$ cat src/rtl/stream_mux_pkg.sv
// Shared types and legal parameter ranges for the round-robin stream mux.
package stream_mux_pkg;
  typedef enum logic {IDLE = 1'b0, LOCKED = 1'b1} state_e;

  localparam int N_CH_MIN  = 1;
  localparam int N_CH_MAX  = 16;
  localparam int WIDTH_MIN = 1;
  localparam int WIDTH_MAX = 64;
endpackage

$ cat src/rtl/rr_arbiter.sv
// Combinational rotating-priority arbiter: first requester at or after ptr_i wins.
module rr_arbiter #(
  parameter int N_CH = 4,
  parameter int PW   = (N_CH > 1) ? $clog2(N_CH) : 1
) (
  input  logic [N_CH-1:0] req_i,
  input  logic [PW-1:0]   ptr_i,
  output logic [N_CH-1:0] gnt_o
);
  logic found;
  int   idx;

  always_comb begin
    gnt_o = '0;
    found = 1'b0;
    idx   = 0;
    for (int k = 0; k < N_CH; k++) begin
      idx = int'(ptr_i) + k;
      if (idx >= N_CH) idx = idx - N_CH;
      if (!found && req_i[idx]) begin
        gnt_o[idx] = 1'b1;
        found      = 1'b1;
      end
    end
  end
endmodule

$ cat src/rtl/stream_mux_rr.sv
// N-channel packet-aware stream mux: arbitrates per packet, then locks onto the
// winning channel until its last beat, feeding a 1-deep output register slice.
module stream_mux_rr
  import stream_mux_pkg::*;
#(
  parameter  int N_CH     = 4,
  parameter  int WIDTH    = 8,
  parameter  int ARB_MODE = 1,
  localparam int SW       = (N_CH > 1) ? $clog2(N_CH) : 1
) (
  input  logic                  clk,
  input  logic                  rst_n,
  input  logic [N_CH-1:0]       in_valid,
  input  logic [N_CH*WIDTH-1:0] in_data,
  input  logic [N_CH-1:0]       in_last,
  output logic [N_CH-1:0]       in_ready,
  output logic                  out_valid,
  output logic [WIDTH-1:0]      out_data,
  output logic                  out_last,
  output logic [SW-1:0]         out_sel,
  input  logic                  out_ready
);
  state_e            state_q;
  logic [SW-1:0]     lock_q, ptr_q, ptr_d, gnt_idx;
  logic [N_CH-1:0]   arb_gnt, grant;
  logic              load, xfer, sel_last;
  logic [WIDTH-1:0]  sel_data;
  logic              out_valid_q, out_last_q;
  logic [WIDTH-1:0]  out_data_q;
  logic [SW-1:0]     out_sel_q;

  rr_arbiter #(.N_CH(N_CH), .PW(SW)) u_arb (
    .req_i (in_valid),
    .ptr_i (ptr_q),
    .gnt_o (arb_gnt)
  );

  // While locked the grant ignores every in_valid, so a stalled owner leaves a bubble.
  always_comb begin
    grant   = '0;
    gnt_idx = '0;
    if (state_q == LOCKED) grant[lock_q] = 1'b1;
    else                   grant = arb_gnt;
    for (int i = 0; i < N_CH; i++)
      if (grant[i]) gnt_idx = SW'(i);
  end

  assign load     = !out_valid_q || out_ready;
  assign in_ready = (rst_n && load) ? grant : '0;
  assign xfer     = |(in_valid & in_ready);
  assign sel_data = in_data[int'(gnt_idx)*WIDTH +: WIDTH];
  assign sel_last = in_last[gnt_idx];

  always_comb begin
    ptr_d = ptr_q;
    if (ARB_MODE != 0 && xfer && sel_last)
      ptr_d = (gnt_idx == SW'(N_CH - 1)) ? '0 : gnt_idx + 1'b1;
  end

  always_ff @(posedge clk or negedge rst_n) begin
    if (!rst_n) begin
      state_q     <= IDLE;
      lock_q      <= '0;
      ptr_q       <= '0;
      out_valid_q <= 1'b0;
      out_data_q  <= '0;
      out_last_q  <= 1'b0;
      out_sel_q   <= '0;
    end else begin
      ptr_q <= ptr_d;
      if (load) begin
        out_valid_q <= xfer;
        if (xfer) begin
          out_data_q <= sel_data;
          out_last_q <= sel_last;
          out_sel_q  <= gnt_idx;
        end
      end
      if (xfer) begin
        unique case (state_q)
          IDLE:   if (!sel_last) begin
                    state_q <= LOCKED;
                    lock_q  <= gnt_idx;
                  end
          LOCKED: if (sel_last) state_q <= IDLE;
          default: state_q <= IDLE;
        endcase
      end
    end
  end

  assign out_valid = out_valid_q;
  assign out_data  = out_data_q;
  assign out_last  = out_last_q;
  assign out_sel   = out_sel_q;
endmodule

$ cat config.mk
export PLATFORM = sky130hd
export DESIGN_NAME = stream_mux_rr
export DESIGN_NICKNAME = d
export VERILOG_FILES = /design/src/rtl/stream_mux_pkg.sv /design/src/rtl/rr_arbiter.sv /design/src/rtl/stream_mux_rr.sv
export SDC_FILE = /design/constraint.sdc
export NUM_CORES = 1
export LEC_CHECK = 0
export CORE_UTILIZATION = 46
export DETAILED_ROUTE_END_ITERATION = 7
export PLACE_DENSITY = 0.85
export SYNTH_ARGS = -nofsm -noshare
export SYNTH_HDL_FRONTEND = slang
export SYNTH_HIERARCHICAL = 1
export SYNTH_SLANG_ARGS = --single-unit
$ cat constraint.sdc
create_clock -name clk -period 7.5 [get_ports clk]
set_clock_uncertainty 0.1 [all_clocks]
set_input_delay 1.125 -clock clk [delete_from_list [all_inputs] [get_ports clk]]
set_output_delay 1.125 -clock clk [all_outputs]
set_load 0.01 [all_outputs]
==> out/metrics.yaml, run 1 <==
status:
  status: "finished with violations"
  violations: "DRC"
clocking:
  numCtsBuffers: 3
  cts_resized: 0
  cts.sinks: 17
  root_buffer: "clkbuf_4"
  clk_pin_slew_ns: 0.09
  cts_hold_buffers: 0
  cts-htree-levels: 1
  cts_max_path_buffers: 2
  cts_setup_buffers: 0
  tritoncts: "done"
  insertion_delay_ns: 0.29
route:
  routed_wirelength_um: 3798
  ant_nets: 0
  drt_iter0_drc: 132
  drt-vias-per-instance: 5.966
  post_drt_wl_per_cell_um: 16.09
  dr_total_vias: 1408
  first_pass_iters: 6
  drc: 2
logic_synthesis:
  async_flop_share_pct: 100.0
  synth_area_leader_cell: "dfrtp_1"
  yosysMostFrequentCell: "dfrtp_1"
  ys_types: 39
  mappedNetlistArea_sq_mm: 0.001441
  synth_top_cells_by_count: "dfrtp_1 (17), o22ai_1 (16), a21oi_1 (15), inv_1 (11)"
  synthCells: 151
  synth_area_leaders: "dfrtp_1 (30%), ha_1 (6.9%), o22ai_1 (6.9%)"
  synth.net_count: 202
  synth_ff_type: "dfrtp_1"
  yosys_warnings: 6
  syn_avg_cell_area_sq_um: 9.546
  ys_ff_latch: 17
  synth_top_area_share_pct: 29.51
  synth_edf_count: 0
  synth-seq-area-share_pct: 29.51
sta:
  setup_tns_ns: 0
  setup_viol: 0
  drv_slew: 0
  rsz0062_at_grt: "no"
  worst_pin_slew_ns: 0.9838
  hold_viol_final: 0
  fmax_ghz: 0.1832
  finalCritPeriodShare_pct: 72.78
  period_needed_ns: 5.459
  holdWs_ns: 0.4189
  relSlewSlack_pct: 34.17
power:
  ir_drop_uv: 189.4
  p_int_uw: 435.8
  pwr-share-seq_pct: 23.8
  combPwrFrac_pct: 69.9
  powerDensity_mw_per_mm2: 388.7
  swShare_pct: 44.99
  p_leak_uw: 0.0008306
  finalPower_uw: 792.2
  pwr-share-clk_pct: 6.4
  switchingPower_uw: 356.5
critical_path:
  criticalPathCategory: "primary input to primary output"
  required_ns: 6.27
  critPathArrivalTime_ns: 4.23
  reg2reg_to: "out_data[7]$_DFFE_PN0P_"
  rr_worst_depth: 11
  r2r-start: "ptr_q[0]$_DFFE_PN0P_"
  r2r_slack_ns: 3.37
  cp_max_fo: 9
  cp-start-kind: "primary input"
  end_kind: "primary output"
floorplan:
  io_pins: 59
  rows: 19
  dieArea_sq_mm: 0.003361
  die_w_um: 57.98
  initial_core_util_pct: 50.53
  core_area_sq_mm: 0.002853
  die_h_um: 57.98
finish:
  design_area_sq_mm: 0.002038
  diodes: 0
  area_growth_pct: 41.41
  nets: 257
  layout-drive-gt1-share_pct: 9.756
  stdcell_count: 236
worst_hold_path:
  hold_end: "out_data[0]$_DFFE_PN0P_"
  worst_hold_path.num_cells: 1
  min-delay-start: "out_data[0]$_DFFE_PN0P_"
  min_path_type: "flip-flop to flip-flop"
placement:
  dp_hpwl_um: 3003
  dp.cells: 232
  dpl_cell_area_sq_mm: 0.002012
  gp_congestion: 0.8527
  io_buffers: 58
global_route:
  grt.overflow.total: 0
  grt_pass1_wl_um: 6458
  grt_max_degree: 21
  antenna_found_initial: 0
  grt_use_total_pct: 24.75
  grt_pass1_vias: 1497
job:
  drv_cap: 0
## layout make-up
type	count	area, sq um
clock buffer	4	26.28
inverter	12	45.04
timing repair buffer	59	588.1
fill	232	814.5
sequential	17	425.4
tap	31	38.79
multi-input combinational	113	914.6
## power groups by stage
stage | logic [uW] | clock network [uW] | registers (uW)
after floorplan | 391 | 0 | 185
after detailed placement | 553 | 0 | 191
final | 553 | 50.4 | 188
after global routing | 610 | 56.2 | 198
after CTS | 556 | 50.7 | 189
after global placement | 540 | 0 | 187
## state kept, by name, indices dropped and copies added, names as in the netlist
| register | flops |
|---|---|
| ptr_q | 2 |
| state_q | 1 |
| out_data | 8 |
| out_sel | 2 |
| out_valid | 1 |
| lock_q | 2 |
| out_last | 1 |
## routing by layer
layer  global-route usage [%]  part of all wire, %
met2                    45.32                   51
met1                    28.88                   40
met5                        0                    0
met4                    6.122                  1.4
met3                    6.027                  7.5
## cell families after synthesis
group           after synthesis  share of synthesized area, %
xor+xnor                      1                        0.6077
flops                        17                         29.51
simple gates                 33                         13.19
buf+inv                      21                         7.031
fa+ha+maj                     8                         6.945
mux                          20                         20.40
compound gates               51                         22.31
## critical path, stage by stage
cell	delay, ns
clkdlybuf4s50_1	0.49
mux4_2	0.58
nor3b_1	0.18
a21oi_1	0.12
o211ai_1	0.25
nor2b_1	0.22
a31oi_1	0.64
nor2_1	0.10
clkdlybuf4s50_1	0.51
## cells in the final DEF (no fill, tap or decap), types with 2 or more instances in the layout
master            n
a21o_1            2
mux2_2            8
dfrtp_1          17
mux2i_1           5
mux4_2            2
clkbuf_4          3
nor2b_1           4
a31oi_1           2
o21a_1            2
nand2_1           8
nor3b_1           4
inv_1            11
nand3_1           2
o22ai_1          16
nor2_1            8
a21oi_1          15
nand2b_1          3
o21ai_0           3
a22oi_1           2
mux2_4            2
clkdlybuf4s50_1  58
ha_1              8
o211ai_1          4
mux4_1            3
## per-stage QoR
stage          worst slack (ns)  utilization [%]
6_report                  2.041            71.45
5_1_grt                   1.881            71.45
4_1_cts                   2.076            71.45
3_5_place_dp              2.072            70.53
3_3_place_gp              2.217            70.53
2_1_floorplan             3.410                -
## how the worst max path moves through the flow
stage / startpoint / end / slack (ns) / cells after the start
global placement: in_valid[2] / in_ready[3] / 2.22 / 9
finish: in_valid[3] / in_ready[3] / 2.04 / 9
floorplan: in_valid[3] / in_ready[1] / 3.41 / 9
CTS: in_valid[2] / in_ready[3] / 2.08 / 9
detailed placement: in_valid[2] / in_ready[3] / 2.07 / 9
global route: in_valid[2] / in_ready[3] / 1.88 / 9
Note: power is estimated with default switching activity, not from simulation.
==> run 2, diff against run 1 <==
--- a/config.mk
+++ b/config.mk
@@ -5,9 +5,9 @@
 export SDC_FILE = /design/constraint.sdc
 export NUM_CORES = 1
 export LEC_CHECK = 0
-export CORE_UTILIZATION = 46
+export CORE_UTILIZATION = 43
 export DETAILED_ROUTE_END_ITERATION = 7
-export PLACE_DENSITY = 0.85
+export PLACE_DENSITY = 0.8
 export SYNTH_ARGS = -nofsm -noshare
 export SYNTH_HDL_FRONTEND = slang
 export SYNTH_HIERARCHICAL = 1
==> constraint.sdc (replaced) <==
create_clock -name clk -period 5.27 [get_ports clk]
set_clock_uncertainty 0.1 [all_clocks]
set_input_delay 0.7905 -clock clk [delete_from_list [all_inputs] [get_ports clk]]
set_output_delay 0.7905 -clock clk [all_outputs]
set_load 0.01 [all_outputs]
==> run 2 against run 1 <==
The flow now finishes without violations. Hold slack improved by 0.0035 ns. Sequential share of layout area decreased by 0.25 points. First-iteration DRC count increased by 22%. Critical path depth unchanged. Sequential cell count unchanged. Cell area increased by 1.2%. Sequential power increased by 44%. Non-clock buffer count increased by 1. Wire length increased by 5.1%. Core utilization decreased by 5.5 points. Die area increased by 6.7%. Highest routed layer unchanged.
==> out/metrics.yaml, run 2 (synthesized netlist as in run 1, its figures left out) <==
finish:
  final_common_cell: "clkdlybuf4s50_1"
  nets: 258  # +0.39%
  final_cell_mix: "clkdlybuf4s50_1 (58), dfrtp_1 (17), o22ai_1 (16)"
  largest_reg_flops: 8  # unchanged
  area_growth_pct: 43.14
  seqCellArea_sq_um: 425.4  # unchanged
  fill_cells: 268  # +16%
  layout-drive-gt1-share_pct: 10.68  # +0.92 points
  multi_input_area_sq_um: 914.6  # unchanged
  stdcell_count: 250  # +5.9%
  diodes: 0  # unchanged
critical_path:
  cp_max_fo: 9  # unchanged
  rr_worst_depth: 12  # +1
  cp_cell_sequence: "clkdlybuf4s50_1 > mux4_2 > nor3b_1 > a21oi_1 > o211ai_1 > nor2b_1 > a31oi_1 > nor2_1 > clkdlybuf4s50_1"
  cpMostUsedCell: "clkdlybuf4s50_1"
  required_ns: 4.38  # -1.89 ns
  crit_start: "in_valid[2]"
  worst_path_max_delay_cell: "a31oi_1"
  cpPeakStageDelay_ns: 0.64  # about the same
  reg2reg_to: "ptr_q[1]$_DFFE_PN0P_"
  endpoint: "in_ready[3]"
  r2r_slack_ns: 1.12  # -2.25 ns
  cp-start-kind: "primary input"
  end_kind: "primary output"
  r2r-start: "ptr_q[0]$_DFFE_PN0P_"
  criticalPathCategory: "primary input to primary output"
  critPathArrivalTime_ns: 3.91  # -0.32 ns
worst_hold_path:
  min_path_type: "flip-flop to flip-flop"
clocking:
  tritoncts: "done"
  cts_setup_buffers: 0  # unchanged
  cts_resized: 0  # unchanged
  cts-htree-levels: 1  # unchanged
  insertion_delay_ns: 0.29  # about the same
  cts_max_path_buffers: 2  # unchanged
  root_buffer: "clkbuf_4"
  numCtsBuffers: 3  # unchanged
  cts.sinks: 17  # unchanged
  clk_pin_slew_ns: 0.11  # +0.02 ns
  cts_hold_buffers: 0  # unchanged
placement:
  dp.cells: 246  # +6.0%
  post-place-ws_ns: 0.5263  # -1.545 ns
  io_buffers: 58  # unchanged
  dp_hpwl_um: 3052  # +1.7%
  gp_congestion: 0.8464  # -0.74%
status:
  status: "completed"
power:
  powerDensity_mw_per_mm2: 557.8  # +44%
  finalPower_uw: 1151  # +45%
  p_leak_uw: 0.0008385  # +0.96%
  ir_drop_uv: 249.5  # +32%
sta:
  holdWs_ns: 0.4224  # +0.003509 ns
  setup_tns_ns: 0  # unchanged
  period_needed_ns: 4.802
  setup_viol: 0  # unchanged
  hold_viol_final: 0  # unchanged
  relSlewSlack_pct: 44.05  # +9.9 points
  layout_setup_ws_ns: 0.4676  # -1.574 ns
  finalCritPeriodShare_pct: 91.13
  drv_slew: 0  # unchanged
  fmax_ghz: 0.2082
  rsz0062_at_grt: "no"
  worst_pin_slew_ns: 0.8354  # -0.1485 ns
route:
  dr_total_vias: 1428  # +1.4%
  first_pass_iters: 4  # -2
  routed_wirelength_um: 3992  # +5.1%
  drt_iter0_drc: 161  # +22%
  drt-vias-per-instance: 5.712  # -4.3%
  post_drt_wl_per_cell_um: 15.97  # -0.78%
  ant_nets: 0  # unchanged
  drc: 0  # -2
global_route:
  grt_max_degree: 21  # unchanged
  grt_pass1_wl_um: 6382  # -1.2%
  grt.overflow.total: 0  # unchanged
  antenna_found_initial: 0  # unchanged
  grt_pass1_vias: 1414  # -5.5%
  grt_use_total_pct: 23.97  # -0.79 points
job:
  drv_cap: 0  # unchanged
floorplan:
  die_h_um: 59.90  # +3.3%
  core_area_sq_mm: 0.003128  # +9.6%
  rows: 20  # +1
  dieArea_sq_mm: 0.003587  # +6.7%
  io_pins: 59  # unchanged
  die_w_um: 59.90  # +3.3%
  initial_core_util_pct: 46.08  # -4.4 points
run 2: cell count changes in the layout (fill, tap and decap cells not counted), sizes merged:
cell,change
buf,+1
clkbuf,-1
clkinv,+1
run 2: metrics by stage:
stage	utilization, %	instance area [sq um]
floorplan	-	1441
global placement	65.08	2036
detailed placement	65.08	2036
CTS	65.96	2063
global route	65.96	2063
finish	65.96	2063
run 2: cell type report:
type | instances | area share [%]
Multi-Input combinational cell | 113 | 44.33
Timing Repair Buffer | 60 | 28.87
Sequential cell | 17 | 20.62
Tap cell | 44 | 2.668
Inverter | 12 | 2.183
Clock buffer | 3 | 1.092
Clock inverter | 1 | 0.2426
run 2: critical path: cells and delay by family:
family                 cells  cell delay [ns]
muxes                      1             0.59
AOI/OAI and AO/OA          3             1.06
and+or+nand+nor            3             0.47
buffers and inverters      2             0.99
run 2: report_power, final:
group / internal [uW] / switching [uW] / total [uW]
sequential: 194 / 75.7 / 270
combinational: 401 / 408 / 809
clock: 28.2 / 43.5 / 71.7
run 2: how the worst min path moves through the flow:
stage,start,endpoint,slack (ns),cells past startpoint
2_1_floorplan,rst_n,lock_q[0]$_DFFE_PN0P_,0.39,0
3_3_place_gp,out_data[1]$_DFFE_PN0P_,out_data[1]$_DFFE_PN0P_,0.39,1
3_5_place_dp,out_data[6]$_DFFE_PN0P_,out_data[6]$_DFFE_PN0P_,0.40,1
4_1_cts,out_data[6]$_DFFE_PN0P_,out_data[6]$_DFFE_PN0P_,0.42,1
5_1_grt,out_data[6]$_DFFE_PN0P_,out_data[6]$_DFFE_PN0P_,0.44,1
6_report,out_data[6]$_DFFE_PN0P_,out_data[6]$_DFFE_PN0P_,0.42,1
run 2: per-layer routing:
layer	global-route usage, %	vias up	routed length (um)	share of wire (%)
li1	-	679	-	-
met1	28.13	685	1645	41
met2	42.54	60	2059	52
met3	6.061	4	259	6.5
met4	7.309	0	27	0.68
met5	0	-	0	0
